===== config.mk =====
export PLATFORM = sky130hd
export DESIGN_NAME = uart_rx
export DESIGN_NICKNAME = d
export VERILOG_FILES = /design/src/rtl/uart_rx_pkg.sv /design/src/rtl/uart_rx_sync.sv /design/src/rtl/uart_rx.sv
export SDC_FILE = /design/constraint.sdc
export NUM_CORES = 1
export LEC_CHECK = 0
export ABC_AREA = 1
export ABC_CLOCK_PERIOD_IN_PS = 3890
export CORE_MARGIN = 1.5
export CORE_UTILIZATION = 58
export CTS_CLUSTER_SIZE = 14
export DETAILED_ROUTE_END_ITERATION = 10
export GPL_ROUTABILITY_DRIVEN = 0
export MAX_ROUTING_LAYER = met4
export PLACE_DENSITY_LB_ADDON = 0.08
export RECOVER_POWER = 25
export SLEW_MARGIN = 20
export SYNTH_ARGS = -nofsm -noshare
export SYNTH_HDL_FRONTEND = slang
export SYNTH_HIERARCHICAL = 1
export SYNTH_SLANG_ARGS = --single-unit

===== constraint.sdc =====
create_clock -name clk -period 3.89 [get_ports clk]
set_input_delay 0.778 -clock clk [delete_from_list [all_inputs] [get_ports clk]]
set_output_delay 0.778 -clock clk [all_outputs]
set_load 0.03 [all_outputs]

===== src/rtl/uart_rx_pkg.sv =====
// rtl/uart_rx_pkg.sv - shared UART receive definitions: data width, FSM states, parity helper
`timescale 1ns/1ps
package uart_rx_pkg;

  localparam int UART_DATA_BITS = 8;

  typedef enum logic [2:0] {
    IDLE    = 3'd0,
    START   = 3'd1,
    DATA    = 3'd2,
    PARITY  = 3'd3,
    STOP    = 3'd4,
    WAIT_HI = 3'd5
  } uart_state_e;

  // Even parity: the parity bit that makes the total count of ones even.
  function automatic logic even_parity(input logic [UART_DATA_BITS-1:0] d);
    return ^d;
  endfunction

endpackage


===== src/rtl/uart_rx_sync.sv =====
// rtl/uart_rx_sync.sv - 2-flop synchroniser for the rx line plus a one-cycle delayed copy for edge detect
`timescale 1ns/1ps
module uart_rx_sync (
  input  logic clk_i,
  input  logic rst_ni,
  input  logic rx_i,
  output logic rx_s_o,
  output logic rx_prev_o
);

  logic meta_q;
  logic sync_q;
  logic prev_q;

  // Reset to the idle-high line level so reset release never looks like a falling edge.
  always_ff @(posedge clk_i) begin
    if (!rst_ni) begin
      meta_q <= 1'b1;
      sync_q <= 1'b1;
      prev_q <= 1'b1;
    end else begin
      meta_q <= rx_i;
      sync_q <= meta_q;
      prev_q <= sync_q;
    end
  end

  assign rx_s_o    = sync_q;
  assign rx_prev_o = prev_q;

endmodule


===== src/rtl/uart_rx.sv =====
// rtl/uart_rx.sv - 8N1 UART receiver with mid-bit sampling and one-cycle result strobes
// Define UART_RX_PARITY_EN for 8E1 frames (even parity bit between D7 and stop).
`timescale 1ns/1ps
module uart_rx
  import uart_rx_pkg::*;
#(
  parameter int CLKS_PER_BIT = 16
) (
  input  logic                      clk,
  input  logic                      rst,
  input  logic                      rx,
  output logic [UART_DATA_BITS-1:0] data_out,
  output logic                      valid,
  output logic                      busy,
  output logic                      frame_err,
  output logic                      parity_err
);

  localparam int CNT_W = $clog2(CLKS_PER_BIT);
  localparam logic [CNT_W-1:0] HALF_M1 = CNT_W'(CLKS_PER_BIT / 2 - 1);
  localparam logic [CNT_W-1:0] FULL_M1 = CNT_W'(CLKS_PER_BIT - 1);
  localparam logic [2:0]       LAST_BIT = 3'(UART_DATA_BITS - 1);

  logic                      rx_s;
  logic                      rx_prev;
  logic                      start_edge;
  uart_state_e               state_q;
  logic [CNT_W-1:0]          cnt_q;
  logic [2:0]                bit_idx_q;
  logic [UART_DATA_BITS-1:0] shreg_q;
  logic [UART_DATA_BITS-1:0] data_q;
  logic                      valid_q;
  logic                      frame_err_q;
`ifdef UART_RX_PARITY_EN
  logic                      parity_ok_q;
  logic                      parity_err_q;
`endif

  uart_rx_sync u_sync (
    .clk_i     (clk),
    .rst_ni    (rst),
    .rx_i      (rx),
    .rx_s_o    (rx_s),
    .rx_prev_o (rx_prev)
  );

  assign start_edge = rx_prev & ~rx_s;

  always_ff @(posedge clk) begin
    if (!rst) begin
      state_q     <= IDLE;
      cnt_q       <= '0;
      bit_idx_q   <= '0;
      shreg_q     <= '0;
      data_q      <= '0;
      valid_q     <= 1'b0;
      frame_err_q <= 1'b0;
`ifdef UART_RX_PARITY_EN
      parity_ok_q  <= 1'b1;
      parity_err_q <= 1'b0;
`endif
    end else begin
      valid_q     <= 1'b0;
      frame_err_q <= 1'b0;
`ifdef UART_RX_PARITY_EN
      parity_err_q <= 1'b0;
`endif
      cnt_q <= cnt_q + CNT_W'(1);
      case (state_q)
        IDLE: begin
          cnt_q <= '0;
          if (start_edge) state_q <= START;
        end
        START: begin
          // A start bit that is high again at mid-bit was a glitch.
          if (cnt_q == HALF_M1) begin
            cnt_q     <= '0;
            bit_idx_q <= '0;
            state_q   <= rx_s ? IDLE : DATA;
          end
        end
        DATA: begin
          if (cnt_q == FULL_M1) begin
            cnt_q     <= '0;
            shreg_q   <= {rx_s, shreg_q[UART_DATA_BITS-1:1]};
            bit_idx_q <= bit_idx_q + 3'd1;
            if (bit_idx_q == LAST_BIT) begin
`ifdef UART_RX_PARITY_EN
              state_q <= PARITY;
`else
              state_q <= STOP;
`endif
            end
          end
        end
`ifdef UART_RX_PARITY_EN
        PARITY: begin
          if (cnt_q == FULL_M1) begin
            cnt_q       <= '0;
            parity_ok_q <= (rx_s == even_parity(shreg_q));
            state_q     <= STOP;
          end
        end
`endif
        STOP: begin
          // Framing error wins over parity so at most one strobe fires per frame.
          if (cnt_q == FULL_M1) begin
            cnt_q <= '0;
            if (!rx_s) begin
              frame_err_q <= 1'b1;
              state_q     <= WAIT_HI;
`ifdef UART_RX_PARITY_EN
            end else if (!parity_ok_q) begin
              parity_err_q <= 1'b1;
              state_q      <= IDLE;
`endif
            end else begin
              data_q  <= shreg_q;
              valid_q <= 1'b1;
              state_q <= IDLE;
            end
          end
        end
        WAIT_HI: begin
          cnt_q <= '0;
          if (rx_s) state_q <= IDLE;
        end
        default: begin
          cnt_q   <= '0;
          state_q <= IDLE;
        end
      endcase
    end
  end

  assign data_out  = data_q;
  assign valid     = valid_q;
  assign frame_err = frame_err_q;
  assign busy      = (state_q != IDLE);
`ifdef UART_RX_PARITY_EN
  assign parity_err = parity_err_q;
`else
  assign parity_err = 1'b0;
`endif

endmodule


# ---- After elaboration in Yosys (flattened, before gate mapping)
# Cells that the tools add are included.
dict set report totals {
  reg_bits 31
  input_bits 3
  out_inout_bits 12
  wordCells 53
}
dict set report classes {
  add_sub_neg 2
  eq_ne 13
  muxes 17
  bitwise_logic 2
  reduce_logical 9
}
# operator n
set ops {}
lappend ops {{2-to-1 mux 3 bit} 9}
lappend ops {{case mux 3 bit (5 select lines)} 1}
lappend ops {{inequality test 2 bit (second input constant)} 5}
lappend ops {{equality test 3 bit (second input constant)} 3}
lappend ops {{AND reduction 3 bit} 3}
lappend ops {{2-to-1 mux 4 bit} 2}
lappend ops {{case mux 4 bit (2 select lines)} 1}
lappend ops {{case mux 3 bit (2 select lines)} 1}
lappend ops {{AND reduction 6 bit} 1}
lappend ops {{adder 4 x 1 -> 4 bit (second input constant)} 1}
lappend ops {{equality test 4 x 3 -> 1 bit (second input constant)} 1}
lappend ops {{equality test 4 bit (second input constant)} 1}
lappend ops {{adder 3 x 1 -> 3 bit (second input constant)} 1}
lappend ops {{equality test 3 x 1 -> 1 bit (second input constant)} 1}
lappend ops {{equality test 3 x 2 -> 1 bit (second input constant)} 1}
lappend ops {{logical NOT 3 bit} 1}
lappend ops {{nonzero test 3 bit} 1}
lappend ops {{2-to-1 mux 1 bit} 2}
lappend ops {{2-to-1 mux 2 bit} 1}
lappend ops {{inequality test 2 x 1 -> 1 bit (second input constant)} 1}
lappend ops {{AND reduction 2 bit} 1}
lappend ops {{nonzero test 2 bit} 1}
lappend ops {{OR reduction 2 bit} 1}
lappend ops {{AND 1 bit} 1}
lappend ops {{inverter 1 bit} 1}

# ---- Logic depth before layout (Yosys ltp)
dict set report depth {
  word_depth 4
  ltp_mapped 9
  ltp_nobuf 9
}

# ---- Cells and area by module
# The synthesis kept the hierarchy.
# module instances cells_per_inst area_per_inst_um2 seq_area_each_um2
set modules_own_cells {}
lappend modules_own_cells {uart_rx 1 167 1224.9 560.5}
lappend modules_own_cells {uart_rx_sync 1 9 82.6 60.1}

# ---- Worst setup path before layout
# No wires, ideal clock.
dict set report synth_timing {
  path_kind {flip-flop to output port}
  start {reg state_q[2]}
  end {out busy}
  t_arrival_ns 0.717
  required_time_ns 3.112
  setup_slack_ns 2.395
  stages_incl_launch_ff 3
  n_path_buf 0
  cell_sequence {dfxtp_1 -> inv_1 -> nand2_1}
}
dict set report synth_between {
  elab_chain_len 1
}
# item line_no
set synth_rtl {}
lappend synth_rtl {{start, declared} uart_rx.sv:27} ;# uart_state_e state_q;
lappend synth_rtl {{start signal, assigned} uart_rx.sv:79} ;# state_q <= rx_s ? IDLE : DATA;
lappend synth_rtl {{nonzero test 3 bit} uart_rx.sv:139} ;# assign busy = (state_q != IDLE);
lappend synth_rtl {{end, declared} uart_rx.sv:14} ;# output logic busy,
# Every way passes these cells.

# ---- Final worst setup path
# Ends and elaborated chain as after synthesis.

==> flow_summary_export.csv <==
group,metric,value,unit
run_status,status,"finished clean",
global_route,grt-ovfl-total,0,
placement,hpwl,1.71,mm
setup_path,path_buf_inv,2,
timing,max_freq,410,MHz
floorplan,initial_core_util,0.603,
setup_path,path_cells,"inv_1 -> nand2_1 -> clkdlybuf4s50_1",
setup_path,crit_fanout,6,
setup_path,r2r_slack,2210,ps
drt,drt_iter0_drc,21,
logic_synthesis,synth_area,0.00131,mm^2
logic_synthesis,synthCells,176,
floorplan,ios,15,
logic_synthesis,syn-num-nets,182,
finish,utilization,0.712,
logic_synthesis,ys_warn_count,6,
job,cap_violations,0,
clock_tree,numCtsBuffers,5,
drt,routedWlPerCell,11.0,um
setup_path,required,3110,ps
floorplan,core,0.00217,mm^2
timing,relSlewSlack,0.475,
clock_tree,cts_sinks,31,
drt,first_pass_iters,5,
clock_tree,cts.reportedPaths.clkPinSlew,100,ps
timing,finalHoldViolCount,0,
power_and_ir_drop,power_switching,286,uW
drt,ant_nets,0,
clock_tree,tritoncts,"done",
timing,period_share,0.627,
global_route,track_usage,0.246,
finish,stdcell_count,222,
logic_synthesis,synth.distinct_cells,24,
timing,setup_slack,1450,ps
power_and_ir_drop,leakage,0.727,nW
power_and_ir_drop,p_sw_frac,0.328,
global_route,antenna_found_initial,0,
power_and_ir_drop,pwr-share-comb,0.262,
floorplan,die_area,0.00255,mm^2
timing,clock_skew,12.3,ps
logic_synthesis,ys_ff_latch,31,
finish,layout-drive-gt1-share,0.119,
clock_tree,postCtsResizedCells,0,
floorplan,die_w,50.5,um
clock_tree,cts.path.max_buffers,2,
logic_synthesis,synthTopCellsByArea,"dfxtp_1, nor2_1, nand2_1",
finish,syn_to_final_growth,18.1,%
drt,routed_wl,2.44,mm
clock_tree,htreeDepth,2,
clock_tree,ctsHoldBuffers,0,
global_route,grt_pass1_wl,4.40,mm
timing,rsz0062_at_grt,"no",
finish,num_antenna_cells,0,
placement,pre_cts_slack,1600,ps
logic_synthesis,yosysTopAreaCellShare,0.475,
timing,fin_crit,2440,ps
drt,via_count,1106,
floorplan,die_y,50.5,um
timing,slew_viol_final,0,
setup_path,crit_family,"buffers and inverters",
logic_synthesis,seq_area_frac_synth,0.475,
clock_tree,root_buffer,"clkbuf_4",
logic_synthesis,synth_top_area_cell,"dfxtp_1",
logic_synthesis,post-synth-top-count-cell,"nor2_1",
drt,routed_via_density,4.98,
power_and_ir_drop,peakVddDrop,0.501,mV
logic_synthesis,syn-mean-instance-area,7.43,um^2
global_route,grt_max_degree,28,
placement,io_buffers,13,
setup_path,endpoint_kind,"output port",
global_route,grt_pass1_vias,1042,
timing,setup_viol,0,
logic_synthesis,async_flop_share,0,
finish,nFillCells,193,
setup_path,worstPathArrival,1660,ps
setup_path,critical_path_class,"reg2out",
finish,design_area,0.00154,mm^2
hold_path,hold_path.class,"reg2reg",
clock_tree,post_cts_buffers,0,
setup_path,crit_slowest_cell,"clkdlybuf4s50_1",
placement,dpl.cell_count,214,
timing,setup-tns-final,0,ps
drt,drc,0,
power_and_ir_drop,power_density,564,mW/mm^2
setup_path,crit_path_max_incr_delay,660,ps
clock_tree,clock_latency,340,ps
finish,fin_nets,199,
logic_synthesis,synth-edff-count,0,
power_and_ir_drop,p_int,585,uW
logic_synthesis,synth_common_cells,"nor2_1, dfxtp_1, nand2_1",
timing,tightest_slew,785,ps
setup_path,startpoint_type,"flop",
logic_synthesis,synthFlopType,"dfxtp_1",
floorplan,std_cell_rows,17,
power_and_ir_drop,clock_power_share,0.306,
placement,placed_cell_area,0.00146,mm^2
power_and_ir_drop,pwr-share-seq,0.431,
power by group through the flow:
| stage | Sequential (mW) | Combinational [mW] | Clock [mW] |
|---|---|---|---|
| after floorplan | 0.377 | 0.186 | 0 |
| after global placement | 0.381 | 0.223 | 0 |
| after detailed placement | 0.383 | 0.229 | 0 |
| after CTS | 0.375 | 0.230 | 0.272 |
| after global routing | 0.381 | 0.263 | 0.286 |
| final | 0.375 | 0.228 | 0.267 |
registers in the layout, indices dropped and copies added, names as in the netlist:
name and count:
valid 1, frame_err 1, data_out 8, u_sync/meta_q 1, bit_idx_q 3, u_sync/rx_s_o 1, shreg_q 8, cnt_q 4
state_q 3, u_sync/rx_prev_o 1
cell type report:
type                            instances  area (um^2)  share of cell area
Multi-Input combinational cell        125          608               0.394
Clock buffer                            6         51.3              0.0332
Tap cell                               28         35.0              0.0227
Timing Repair Buffer                   13          130              0.0843
Inverter                               17         63.8              0.0413
Clock inverter                          2         35.0              0.0227
Sequential cell                        31          621               0.402
layout by cell type (no fill, tap or decap):
cell             netlist  routed
nor2_1                53      53
dfxtp_1               31      31
nand2_1               25      25
o21ai_0               16      16
inv_1                 13      13
clkdlybuf4s50_1        0      12
nand3_1               10      10
clkbuf_4               0       5
inv_2                  4       4
ha_1                   3       3
nor2_4                 2       2
nand2_2                2       2
nor2_2                 2       2
a21oi_1                2       2
nor3_4                 1       1
nand3_2                1       1
nand2_4                1       1
a21oi_4                1       1
or2_2                  1       1
nand3b_1               1       1
xor2_1                 1       1
o21ai_1                1       1
nor3_1                 1       1
conb_1                 1       1
bufinv_16              0       1
clkinv_2               0       1
clkbuf_8               0       1
dlygate4sd3_1          0       1
logic make-up (layout without fill, tap and decap cells):
| kind of cell | count (synthesis) | in the layout | synth area share |
|---|---|---|---|
| adders and majority gates | 3 | 3 | 0.0287 |
| buffers and inverters | 20 | 38 | 0.0603 |
| xor gates and xnor gates | 1 | 1 | 0.00670 |
| DFF | 31 | 31 | 0.475 |
| and+or+nand+nor | 100 | 100 | 0.342 |
| other | 1 | 1 | 0.00287 |
| AOI/OAI and AO/OA | 20 | 20 | 0.0852 |
routing by layer:
| metal | GRT usage | part of all wire | routed length, um | vias to the layer above |
|---|---|---|---|---|
| li1 | - | - | - | 582 |
| met1 | 0.253 | 0.47 | 1150 | 490 |
| met2 | 0.414 | 0.46 | 1130 | 23 |
| met3 | 0.0893 | 0.041 | 99 | 11 |
| met4 | 0.122 | 0.025 | 61 | 0 |
| met5 | - | 0 | 0 | - |
metrics by stage:
stage / hold slack [ps] / power (mW)
after floorplan: 380 / 0.563
after global placement: 382 / 0.605
final: 404 / 0.871
after global routing: 418 / 0.930
after CTS: 407 / 0.877
after detailed placement: 396 / 0.612
worst register-to-register path, delay by kind of cell, from the launching register on:
kind,cells,cell delay [ps]
simple gates,5,780
flops,1,370
buf+inv,2,250
fa+ha+maj,1,170
path summary, 6_finish.rpt:
check,from,depth (start not counted),end
min reg2reg,u_sync/meta_q$_SDFF_PN1_,2,u_sync/rx_s_o$_SDFF_PN1_
min,u_sync/meta_q$_SDFF_PN1_,2,u_sync/rx_s_o$_SDFF_PN1_
max reg2reg,cnt_q[0]$_SDFF_PN0_,8,data_out[1]$_SDFFE_PN0P_
max,state_q[2]$_SDFFE_PN0P_,3,busy
(Power assumes the default switching activity.)
